`src/rtl/updi_uart_rx.sv`:
```
// updi_uart_rx - UPDI single-wire receive front end.
//
// Oversamples the idle-high UPDI line and deframes 8E2 characters
// (start, 8 data LSB-first, even parity, 2 stop). Good bytes are written
// to the input FIFO; parity/framing/overflow/BREAK are one-cycle pulses.
//
// Optional feature macro: UPDI_RX_BREAK_DETECT_EN
//   defined   : an all-zero frame with low STOP1 is a BREAK; break_det pulses
//               once the line returns high, and no frame_err is raised.
//   undefined : break_det is tied low; a BREAK is an ordinary framing error.
//
// Ports:
//   clk            system clock, all state on posedge
//   rst            asynchronous active-low reset
//   rx             raw UPDI line (idle high, asynchronous)
//   rx_en          receiver enable; low aborts any frame in progress
//   rx_data        received byte, valid with rx_fifo_wr_en
//   rx_fifo_wr_en  one-cycle FIFO write strobe
//   rx_fifo_full   FIFO full flag, sampled at the STOP2 sample point
//   parity_err     one-cycle pulse, parity mismatch (byte dropped)
//   frame_err      one-cycle pulse, stop bit low (byte dropped)
//   overflow       one-cycle pulse, good byte dropped due to full FIFO
//   break_det      one-cycle pulse, BREAK ended
module updi_uart_rx #(
  parameter int CLKS_PER_BIT = 16
) (
  input  logic       clk,
  input  logic       rst,
  input  logic       rx,
  input  logic       rx_en,
  output logic [7:0] rx_data,
  output logic       rx_fifo_wr_en,
  input  logic       rx_fifo_full,
  output logic       parity_err,
  output logic       frame_err,
  output logic       overflow,
  output logic       break_det
);

  localparam int CW = $clog2(CLKS_PER_BIT);
  localparam logic [CW-1:0] HALF_M1 = CW'(CLKS_PER_BIT / 2 - 1);
  localparam logic [CW-1:0] FULL_M1 = CW'(CLKS_PER_BIT - 1);

  typedef enum logic [2:0] {
    S_IDLE, S_START, S_DATA, S_PARITY, S_STOP1, S_STOP2, S_WAIT_HIGH
  } state_t;

  state_t        state_q, state_d;
  logic          meta_q, rxs_q;
  logic [CW-1:0] cnt_q, cnt_d;
  logic [2:0]    idx_q, idx_d;
  logic [7:0]    shift_q, shift_d;
  logic          par_q, par_d;      // running XOR; after PARITY, 1 = bad parity
  logic          wr_q, wr_d;
  logic          perr_q, perr_d;
  logic          ferr_q, ferr_d;
  logic          ovf_q, ovf_d;
  logic          sample;
`ifdef UPDI_RX_BREAK_DETECT_EN
  logic          pbit_q, pbit_d;
  logic          brk_pend_q, brk_pend_d;
  logic          brk_q, brk_d;
`endif

  assign sample = (cnt_q == '0);

  always_comb begin
    state_d = state_q;
    cnt_d   = cnt_q;
    idx_d   = idx_q;
    shift_d = shift_q;
    par_d   = par_q;
    wr_d    = 1'b0;
    perr_d  = 1'b0;
    ferr_d  = 1'b0;
    ovf_d   = 1'b0;
`ifdef UPDI_RX_BREAK_DETECT_EN
    pbit_d     = pbit_q;
    brk_pend_d = brk_pend_q;
    brk_d      = 1'b0;
`endif

    if (state_q inside {S_START, S_DATA, S_PARITY, S_STOP1, S_STOP2} && !sample)
      cnt_d = cnt_q - 1'b1;

    if (state_q != S_IDLE && !rx_en) begin
      // Abort: drop the partial byte so rx_data shows its reset value again.
      state_d = S_IDLE;
      shift_d = '0;
`ifdef UPDI_RX_BREAK_DETECT_EN
      brk_pend_d = 1'b0;
`endif
    end else begin
      case (state_q)
        S_IDLE: begin
          if (!rxs_q && rx_en) begin
            state_d = S_START;
            cnt_d   = HALF_M1;
          end
        end
        S_START: begin
          if (sample) begin
            cnt_d = FULL_M1;
            idx_d = '0;
            par_d = 1'b0;
            state_d = rxs_q ? S_IDLE : S_DATA;
          end
        end
        S_DATA: begin
          if (sample) begin
            cnt_d   = FULL_M1;
            shift_d = {rxs_q, shift_q[7:1]};
            par_d   = par_q ^ rxs_q;
            idx_d   = idx_q + 3'd1;
            if (idx_q == 3'd7) state_d = S_PARITY;
          end
        end
        S_PARITY: begin
          if (sample) begin
            cnt_d   = FULL_M1;
            par_d   = par_q ^ rxs_q;
`ifdef UPDI_RX_BREAK_DETECT_EN
            pbit_d  = rxs_q;
`endif
            state_d = S_STOP1;
          end
        end
        S_STOP1: begin
          if (sample) begin
            cnt_d = FULL_M1;
            if (rxs_q) begin
              state_d = S_STOP2;
            end else begin
              state_d = S_WAIT_HIGH;
`ifdef UPDI_RX_BREAK_DETECT_EN
              if (shift_q == '0 && !pbit_q) brk_pend_d = 1'b1;
              else                          ferr_d     = 1'b1;
`else
              ferr_d = 1'b1;
`endif
            end
          end
        end
        S_STOP2: begin
          if (sample) begin
            state_d = S_IDLE;
            if (!rxs_q)            ferr_d = 1'b1;
            else if (par_q)        perr_d = 1'b1;
            else if (rx_fifo_full) ovf_d  = 1'b1;
            else                   wr_d   = 1'b1;
          end
        end
        S_WAIT_HIGH: begin
          if (rxs_q) begin
            state_d = S_IDLE;
`ifdef UPDI_RX_BREAK_DETECT_EN
            brk_d      = brk_pend_q;
            brk_pend_d = 1'b0;
`endif
          end
        end
        default: state_d = S_IDLE;
      endcase
    end
  end

  always_ff @(posedge clk or negedge rst) begin
    if (!rst) begin
      meta_q  <= 1'b1;
      rxs_q   <= 1'b1;
      state_q <= S_IDLE;
      cnt_q   <= '0;
      idx_q   <= '0;
      shift_q <= '0;
      par_q   <= 1'b0;
      wr_q    <= 1'b0;
      perr_q  <= 1'b0;
      ferr_q  <= 1'b0;
      ovf_q   <= 1'b0;
    end else begin
      meta_q  <= rx;
      rxs_q   <= meta_q;
      state_q <= state_d;
      cnt_q   <= cnt_d;
      idx_q   <= idx_d;
      shift_q <= shift_d;
      par_q   <= par_d;
      wr_q    <= wr_d;
      perr_q  <= perr_d;
      ferr_q  <= ferr_d;
      ovf_q   <= ovf_d;
    end
  end

`ifdef UPDI_RX_BREAK_DETECT_EN
  always_ff @(posedge clk or negedge rst) begin
    if (!rst) begin
      pbit_q     <= 1'b0;
      brk_pend_q <= 1'b0;
      brk_q      <= 1'b0;
    end else begin
      pbit_q     <= pbit_d;
      brk_pend_q <= brk_pend_d;
      brk_q      <= brk_d;
    end
  end
  assign break_det = brk_q;
`else
  assign break_det = 1'b0;
`endif

  assign rx_data       = shift_q;
  assign rx_fifo_wr_en = wr_q;
  assign parity_err    = perr_q;
  assign frame_err     = ferr_q;
  assign overflow      = ovf_q;

endmodule

```
`config.mk`:
```
export PLATFORM = sky130hd
export DESIGN_NAME = updi_uart_rx
export DESIGN_NICKNAME = d
export VERILOG_FILES = /design/src/rtl/updi_uart_rx.sv
export SDC_FILE = /design/constraint.sdc
export NUM_CORES = 1
export LEC_CHECK = 0
export BUFFER_PORTS_ARGS = -buffer_cell sky130_fd_sc_hd__buf_2
export CAP_MARGIN = 40
export CORE_ASPECT_RATIO = 0.5
export CORE_MARGIN = 3
export CORE_UTILIZATION = 47
export CTS_CLUSTER_DIAMETER = 40
export DETAILED_ROUTE_END_ITERATION = 12
export PLACE_DENSITY = 0.79
export SLEW_MARGIN = 20
export SYNTH_ARGS = -nofsm -noshare
export SYNTH_HDL_FRONTEND = slang
export SYNTH_SLANG_ARGS = --single-unit
export TNS_END_PERCENT = 5
```
`constraint.sdc`:
```
create_clock -name clk -period 1.5 [get_ports clk]
set_input_delay 0.15 -clock clk [delete_from_list [all_inputs] [get_ports clk]]
set_output_delay 0.15 -clock clk [all_outputs]
set_load 0.1 [all_outputs]
```
==> results.ini, run 1 <==
[placement]
port-buffer-count = 16
dpl_worst_slack_ps = -66.57
post_dp_cell_area_sq_mm = 0.001582
hpwl_mm = 1.905
globalplace.congestion = 0.8508

[critical_path]
rrSetupSlack_ps = -40
crit_start = cnt_q[1]
r2r-end = rx_data[1]
path_class = reg2reg
cp-start-kind = register
arrival_ps = 1680
worstPathRequired_ps = 1640
reg2regPathDepth = 6
cp-end-kind = register
crit-reg2reg-launch = cnt_q[1]
critPathCapture = rx_data[1]
cp_max_fo = 8

[cells_and_area]
final_common_cell = dfrtp_1
antenna_cells = 0
final_cell_mix = 23 x dfrtp_1, 16 x buf_2, 14 x nor2_1
nets = 170
multi_input_area_sq_um = 750.7
fin_util = 0.6237
final_area_sq_mm = 0.001684
syn_to_final_growth_pct = 20.83
nFillCells = 234
seqCellArea_sq_um = 628.1
drive_gt1_frac = 0.3188

[die]
dieArea_sq_mm = 0.003695
rows = 13
die_h_um = 44.51
io_pins = 18
initial_core_util = 0.5162
dieWidth_um = 83.02
core-area_sq_mm = 0.002700

[grt]
grt.total_usage = 0.1629
grt_pass1_vias = 1077
grt_pass1_wl_mm = 4.733
antenna_found_initial = 0
grt_overflow = 0
grt_start_max_net_pins = 26

[sta]
rsz0062_at_grt = yes
finalHoldViolations = 0
slew_violations = 0
finalSetupViolations = 5
fin_crit_sh = 1.026
max_freq_ghz = 0.6500
maxSlewHeadroom = 0.6354
period_minus_slack_ps = 1538
worst_slew_pin_slew_ps = 546.9
fin_ws_ps = -38.46
skew_ps = 2.138
whs_ps = 35.76

[synthesis]
synth_top_flop_cell = dfrtp_1
synth-seq-cells = 25
synth_enable_flop_cells = 0
syn_area_sq_mm = 0.001394
synth_fp_nets = 145
yosysWarnings = 0
synth_cell_types = 46
synthCells = 136
synthArstFlopShare = 1.000
seq_area_frac_synth = 0.4506
avgSynthCellArea_sq_um = 10.25

[routing]
ant_nets = 0
viasPerCell = 5.584
dr.pass1.iters = 4
drt_iter0_markers = 99
vias = 1100
wl_per_cell_um = 13.39
drt-total-wl_mm = 2.637
drc_errors = 0

[cts]
worstSkewPairLatency_ps = 270
cts_sinks = 25
clock-root-buffer = clkbuf_8
clk_path_buf_depth = 2
cts_setup_buffers = 0
htree_levels = 1
cts_tree = done
cts_buffers = 3
clkTransAtPathRegs_ps = 80

[flow_run]
max_cap_viol_count = 0

[run_status]
status = finished with violations
violations = setup timing

[pwr]
total_power_mw = 1.544
ir_worst_vdd_mv = 0.4222
power.density_mw_per_mm2 = 917.0
p_leak_nw = 0.8000

[hold_path]
hp-class = in2reg

Yosys cell counts (3+ instances only):
library cell   n  area, sq um
a21oi_1        5        25.02
nor2_1        14        52.55
inv_1          3        11.26
buf_2          3        15.01
ha_1           4        50.05
nor2b_1        3        18.77
mux2i_1       11        110.1
nand2_1        5        18.77
nor3_1         4        20.02
nand3_1       10        50.05
o31ai_1        3        22.52
o21ai_0        5        25.02
dfrtp_1       23        575.6
clkbuf_1       4        15.01
through the flow:
| stage | setup TNS [ps] | std cells |
|---|---|---|
| after floorplan | 0 | 136 |
| after global placement | -0.04430 | 191 |
| after detailed placement | -292.0 | 191 |
| after CTS | -235.4 | 197 |
| after global routing | -1519 | 197 |
| final | -68.84 | 197 |
worst min-delay path by stage:
stage	to	startpoint	slack, ps	cells after the start
3_3_place_gp	rx_data[3]	rst	160	1
2_1_floorplan	cnt_q[0]	rst	-150	0
3_5_place_dp	rx_data[4]	rst	170	1
6_report	rx_fifo_wr_en	rx_fifo_full	40	2
5_1_grt	rx_fifo_wr_en	rx_fifo_full	30	2
4_1_cts	rx_fifo_wr_en	rx_fifo_full	20	2
cells by family (layout without fill, tap and decap cells):
| family | Yosys count | count (layout) | share of synthesized area |
|---|---|---|---|
| AOI/OAI and AO/OA | 25 | 25 | 0.1203 |
| xor gates and xnor gates | 1 | 1 | 0.006285 |
| buffers and inverters | 13 | 37 | 0.04667 |
| other | 1 | 1 | 0.002690 |
| and+or+nand+nor | 56 | 56 | 0.2585 |
| DFF | 25 | 25 | 0.4506 |
| adders and majority gates | 4 | 4 | 0.03591 |
| muxes | 11 | 11 | 0.07900 |
cell type report:
| cell class | instances | share of cell area |
|---|---|---|
| multi-input combinational | 98 | 0.4458 |
| sequential | 25 | 0.3730 |
| timing repair buffer | 30 | 0.1204 |
| tap | 37 | 0.02749 |
| clock buffer | 4 | 0.02675 |
| inverter | 3 | 0.006686 |
critical path, cell delays in order (launching register included):
cell and delay [ps]:
dfrtp_1 400, inv_2 80, ha_4 170, nor3b_4 270
nand3_4 210, mux2i_2 230, nor2_1 50
state kept, by name, indices dropped and copies added (netlist names):
| signal | count |
|---|---|
| frame_err | 1 |
| meta_q | 1 |
| par_q | 1 |
| idx_q | 3 |
| rxs_q | 1 |
| rx_data | 8 |
| cnt_q | 4 |
| rx_fifo_wr_en | 1 |
| parity_err | 1 |
| state_q | 3 |
| overflow | 1 |
what timing repair did:
| action | 4_1_cts | 5_1_grt |
|---|---|---|
| gates resized for setup | 2 | 11 |
| hold endpoints to repair | 24 | 0 |
| hold buffers | 2 | 0 |
| pin swaps | 2 | 2 |
| endpoints found under the setup margin | 11 | 20 |
where the power goes:
group / switching [mW] / total (mW) / internal [mW] / leakage, nW
Sequential: 0.0406 / 0.756 / 0.716 / 0.318
Clock: 0.207 / 0.397 / 0.190 / 0.0228
Combinational: 0.210 / 0.391 / 0.180 / 0.459
Total: 0.458 / 1.54 / 1.09 / 0.800
routing by layer:
layer / global-route usage / up-vias / routed length (um)
met1: 0.2097 / 543 / 1333
met2: 0.2691 / 11 / 1194
li1: - / 541 / -
met5: 0 / - / 0
met3: 0.04089 / 5 / 67
met4: 0.06840 / 0 / 42
(Power assumes the default switching activity.)
==> run 2: changes to the inputs <==
--- a/config.mk
+++ b/config.mk
@@ -13,6 +13,7 @@
 export CTS_CLUSTER_DIAMETER = 40
 export DETAILED_ROUTE_END_ITERATION = 12
 export PLACE_DENSITY = 0.79
+export SKIP_LAST_GASP = 1
 export SLEW_MARGIN = 20
 export SYNTH_ARGS = -nofsm -noshare
 export SYNTH_HDL_FRONTEND = slang
==> run 2 against run 1 <==
The run still ends with setup timing left. Total power down 0.96%. Largest cell class unchanged. Critical endpoint unchanged. Clock power about the same. Worst hold slack worse by 0.60 ps. First-iteration DRC count up 5.1%. Clock-buffer cell count unchanged. Combinational power down 4%.
==> results.ini, run 2 (synthesized netlist as in run 1, its figures left out) <==
[run_status]
status = finished with violations
violations = setup timing

[hold_path]
hp-class = in2reg

[sta]
period_minus_slack_ps = 1536  ; -2.909 ps
skew_ps = 3.260  ; +1.122 ps
rsz0062_at_grt = yes
finalSetupViolations = 5  ; unchanged
fin_ws_ps = -35.55  ; +2.909 ps
finalHoldViolations = 0  ; unchanged
max_freq_ghz = 0.6512  ; +0.19%
worst_slew_pin_slew_ps = 547.2  ; +0.2371 ps
fin_crit_sh = 1.024  ; -0.001939
slew_violations = 0  ; unchanged
maxSlewHeadroom = 0.6352  ; about the same

[critical_path]
worstPathRequired_ps = 1650  ; about the same
cp-start-kind = register
cp_max_fo = 8  ; unchanged
path_class = reg2reg
cp-end-kind = register
arrival_ps = 1680  ; about the same

[cells_and_area]
final_cell_mix = 23 x dfrtp_1, 16 x buf_2, 14 x nor2_1
antenna_cells = 0  ; unchanged
nets = 170  ; unchanged
final_common_cell = dfrtp_1
drive_gt1_frac = 0.2813  ; -0.03750
syn_to_final_growth_pct = 18.40
stdcell_count = 197  ; unchanged
largest_reg_flops = 8  ; unchanged

[grt]
antenna_found_initial = 0  ; unchanged
grt_start_max_net_pins = 26  ; unchanged
grt_pass1_vias = 1073  ; -0.37%
grt.total_usage = 0.1621  ; -0.0008271
grt_overflow = 0  ; unchanged
grt_pass1_wl_mm = 4.733  ; unchanged

[cts]
htree_levels = 1  ; unchanged
cts_setup_buffers = 0  ; unchanged
clk_path_buf_depth = 2  ; unchanged
cts_buffers = 3  ; unchanged
cts_tree = done
cts_sinks = 25  ; unchanged
worstSkewPairLatency_ps = 270  ; about the same
clock-root-buffer = clkbuf_8
clkTransAtPathRegs_ps = 80  ; about the same

[die]
io_pins = 18  ; unchanged
dieWidth_um = 83.02  ; unchanged
initial_core_util = 0.5162  ; unchanged
rows = 13  ; unchanged
core-area_sq_mm = 0.002700  ; unchanged
die_h_um = 44.51  ; unchanged
dieArea_sq_mm = 0.003695  ; unchanged

[routing]
ant_nets = 0  ; unchanged
wl_per_cell_um = 13.15  ; -1.7%
drt-total-wl_mm = 2.591  ; -1.7%
viasPerCell = 5.629  ; +0.82%
dr.pass1.iters = 4  ; unchanged
drc_errors = 0  ; unchanged
drt_iter0_markers = 104  ; +5.1%
vias = 1109  ; +0.82%

[pwr]
power.density_mw_per_mm2 = 926.8  ; +1.1%
p_leak_nw = 0.7881  ; -1.5%
ir_worst_vdd_mv = 0.4187  ; -0.82%

[placement]
port-buffer-count = 16  ; unchanged
dp.cells = 191  ; unchanged
dpl_worst_slack_ps = -66.57  ; unchanged
globalplace.congestion = 0.8508  ; unchanged
hpwl_mm = 1.905  ; unchanged

[flow_run]
max_cap_viol_count = 0  ; unchanged

run 2: final cells by class:
type / count / area (sq um)
Inverter: 3 / 11.26
Clock buffer: 4 / 45.04
Timing Repair Buffer: 30 / 202.7
Fill cell: 236 / 1050
Multi-Input combinational cell: 98 / 716.9
Sequential cell: 25 / 628.1
Tap cell: 37 / 46.29
run 2: per-layer routing:
metal  GRT usage  wire length (um)
met5           0                 0
met1      0.2108              1227
met3     0.04089               118
met2      0.2643              1222
met4     0.06840                23
run 2: final timing paths:
path / slack (ps) / from / endpoint / cells past startpoint
max in group asynchronous: 730 / rst / rxs_q / 2
worst min-delay path: 40 / rx_fifo_full / rx_fifo_wr_en / 2
worst min register to register: 360 / meta_q / rxs_q / 0
worst max register to register: -40 / cnt_q[1] / rx_data[1] / 6
min in group asynchronous: 390 / rst / rx_data[2] / 2
worst max-delay path: -40 / cnt_q[1] / rx_data[1] / 6
run 2: power breakdown:
| part | leakage (nW) | internal (mW) | switching, mW |
|---|---|---|---|
| combinational | 0.447 | 0.176 | 0.197 |
| clock | 0.0228 | 0.190 | 0.210 |
| sequential | 0.318 | 0.716 | 0.0400 |
run 2: timing repair:
| item | CTS | global route |
|---|---|---|
| resized for setup | 1 | 2 |
| pin swaps | 2 | 2 |
| hold buffers | 2 | 0 |
| hold endpoints to repair | 24 | 0 |
| endpoints found under the setup margin | 11 | 20 |
run 2: per-stage QoR:
step,power (mW),util,hold WS (ps),TNS [ps],instance area (sq um)
4_1_cts,1.547,0.6098,22.09,-257.6,1647
3_5_place_dp,1.131,0.5857,172.6,-292.0,1582
3_3_place_gp,1.117,0.5857,164.8,-0.04430,1582
5_1_grt,1.635,0.6112,31.37,-2001,1650
6_report,1.529,0.6112,35.16,-85.46,1650
2_1_floorplan,1.004,-,-145.6,0,1406
run 2: worst max-delay path, stage by stage (launching register included):
cell and delay [ps]:
dfrtp_1 400, inv_2 80, ha_4 160, nor3b_4 270, nand3_4 210, mux2i_2 230, nor2_1 50
==> run 3: changes to the inputs <==
--- a/config.mk
+++ b/config.mk
@@ -12,6 +12,7 @@
 export CORE_UTILIZATION = 47
 export CTS_CLUSTER_DIAMETER = 40
 export DETAILED_ROUTE_END_ITERATION = 12
+export MAX_ROUTING_LAYER = met4
 export PLACE_DENSITY = 0.79
 export SKIP_LAST_GASP = 1
 export SLEW_MARGIN = 20
==> run 3 against run 2 <==
The run still ends with setup timing left. Sequential cell count did not move. Wire length rose by 11%. Worst hold slack got worse by 3.0 ps. Utilization rose by 0.79 points. Clock-buffer cell count did not move. Highest routed layer unchanged. Non-clock buffer count rose by 5. Largest power group unchanged. Total power rose by 3.2%. Final area rose by 1.3%. Critical path depth did not move. Fmax rose by 0.17%. Critical endpoint unchanged.
==> results.ini, run 3 (synthesized netlist as in run 1, its figures left out) <==
[critical_path]
cp.depth = 6  ; unchanged
cp_max_fo = 8  ; unchanged
path_class = reg2reg
crit-reg2reg-launch = cnt_q[1]
reg2regPathDepth = 6  ; unchanged
critPathMaxStageDelay_ps = 400  ; about the same
r2r-end = rx_data[1]
worstPathRequired_ps = 1650  ; about the same
crit_chain = inv_2 -> ha_4 -> nor3b_4 -> nand3_4 -> mux2i_1 -> nor2_1
cpLargestDelayFamily = simple AND/OR/NAND/NOR gates
crit_start = cnt_q[1]
rrSetupSlack_ps = -30  ; about the same
worst-path-buf-inv = 1  ; unchanged
arrival_ps = 1680  ; about the same
cp-start-kind = register
cp_slowest_cell = dfrtp_1
critPathCapture = rx_data[1]
cp-end-kind = register

[placement]
port-buffer-count = 16  ; unchanged
hpwl_mm = 2.088  ; +9.6%
dpl_worst_slack_ps = -57.19  ; +9.375 ps
post_dp_cell_area_sq_mm = 0.001584  ; +0.16%
globalplace.congestion = 0.8712  ; +2.4%

[pwr]
power_frac_comb = 0.266  ; +0.022
total_power_mw = 1.579  ; +3.2%
power.density_mw_per_mm2 = 944.3  ; +1.9%
p_switching_uw = 464.6  ; +3.9%
ir_worst_vdd_mv = 0.3931  ; -6.1%
switching_share = 0.2943  ; +0.001993
p_leak_nw = 0.8184  ; +3.8%
seq_power_share = 0.478  ; -0.016
intPower_mw = 1.114  ; +2.9%
clock_power_share = 0.257  ; -0.005

[sta]
rsz0062_at_grt = yes
worst_slew_pin_slew_ps = 556.5  ; +9.344 ps
fin_crit_sh = 1.022  ; -0.001775
finalSetupViolations = 11  ; +6
period_minus_slack_ps = 1533  ; -2.663 ps
skew_ps = 6.151  ; +2.891 ps
finalHoldViolations = 0  ; unchanged
whs_ps = 32.19  ; -2.971 ps
max_freq_ghz = 0.6524  ; +0.17%
maxSlewHeadroom = 0.6290  ; -0.006229
slew_violations = 0  ; unchanged
fin_ws_ps = -32.89  ; +2.663 ps

[run_status]
violations = setup timing
status = finished with violations

[cells_and_area]
multi_input_area_sq_um = 713.2  ; -0.52%
nets = 175  ; +2.9%
nFillCells = 224  ; -5.1%
drive_gt1_frac = 0.2970  ; +0.01572
largest_reg_flops = 8  ; unchanged
fin_util = 0.6191  ; +0.007878
syn_to_final_growth_pct = 19.93
final_area_sq_mm = 0.001672  ; +1.3%
antenna_cells = 0  ; unchanged
final_cell_mix = 23 x dfrtp_1, 17 x buf_4, 16 x buf_2
final_common_cell = dfrtp_1
seqCellArea_sq_um = 628.1  ; unchanged

[routing]
drt-total-wl_mm = 2.877  ; +11%
vias = 1129  ; +1.8%
wl_per_cell_um = 14.24  ; +8.3%
drt_iter0_markers = 74  ; -29%
drc_errors = 0  ; unchanged
dr.pass1.iters = 4  ; unchanged
ant_nets = 0  ; unchanged
viasPerCell = 5.589  ; -0.72%

[die]
initial_core_util = 0.5162  ; unchanged
io_pins = 18  ; unchanged
rows = 13  ; unchanged
core-area_sq_mm = 0.002700  ; unchanged
dieArea_sq_mm = 0.003695  ; unchanged
die_h_um = 44.51  ; unchanged
dieWidth_um = 83.02  ; unchanged

[grt]
grt_start_max_net_pins = 26  ; unchanged
grt_overflow = 0  ; unchanged
use_met1 = 0.2109  ; about the same
antenna_found_initial = 0  ; unchanged
grt_busiest_layer = met2
grt_pass1_wl_mm = 4.954  ; +4.7%
grt.total_usage = 0.1742  ; +0.01211
use_met3 = 0.04089  ; unchanged
grt_pass1_vias = 1101  ; +2.6%
use_met2 = 0.3025  ; +0.03822

[cts]
cts_sinks = 25  ; unchanged
cts_buffers = 3  ; unchanged
htree_levels = 1  ; unchanged
clock-root-buffer = clkbuf_8
worstSkewPairLatency_ps = 270  ; about the same
cts_tree = done
clkTransAtPathRegs_ps = 90  ; about the same
clk_path_buf_depth = 2  ; unchanged

[hold_path]
hp-class = in2reg
min_from = rx_fifo_full

[flow_run]
max_cap_viol_count = 0  ; unchanged

## run 3: cell type report
type                    count  share of cell area
repair buffers             35              0.1362
well taps                  37             0.02769
multi-input cells          98              0.4266
clock buffers               4             0.02695
inverters                   3            0.006737
flip-flops and latches     25              0.3757
## run 3: through the flow
stage	TNS, ps	instances
final	-204.1	202
after floorplan	0	136
after global routing	-1673	202
after global placement	0	193
after detailed placement	-392.0	193
after CTS	-205.2	201
## run 3: worst min-delay path by stage
stage	to	slack, ps	cells past startpoint
3_3_place_gp	rx_data[3]	160	1
6_report	rx_fifo_wr_en	30	2
4_1_cts	rx_fifo_wr_en	30	2
3_5_place_dp	rx_data[2]	170	1
2_1_floorplan	cnt_q[0]	-150	0
5_1_grt	rx_fifo_wr_en	30	2
## run 3: worst reg2reg max path, stage by stage, from the launching register on
cell	delay, ps
dfrtp_1	400
inv_2	80
ha_4	170
nor3b_4	290
nand3_4	210
mux2i_1	210
nor2_1	50
## run 3: power groups by stage
stage               clock, mW  sequential [mW]  combinational [mW]
floorplan                   0            0.763               0.241
global placement            0            0.760               0.358
detailed placement          0            0.761               0.370
CTS                     0.421            0.751               0.402
global route            0.450            0.760               0.465
finish                  0.405            0.754               0.419
## run 3: what timing repair did
| item | 4_1_cts | 5_1_grt |
|---|---|---|
| resized for setup | 1 | 1 |
| hold buffers | 2 | 0 |
| setup buffers | 2 | 1 |
| endpoints found under the setup margin | 13 | 20 |
| endpoints found under the hold margin | 24 | 0 |
| pin swaps | 2 | 2 |
## run 3: per-layer routing
layer	up-vias	wire length [um]
met1	554	1355
met4	0	24
li1	547	-
met5	-	0
met3	4	119
met2	24	1379
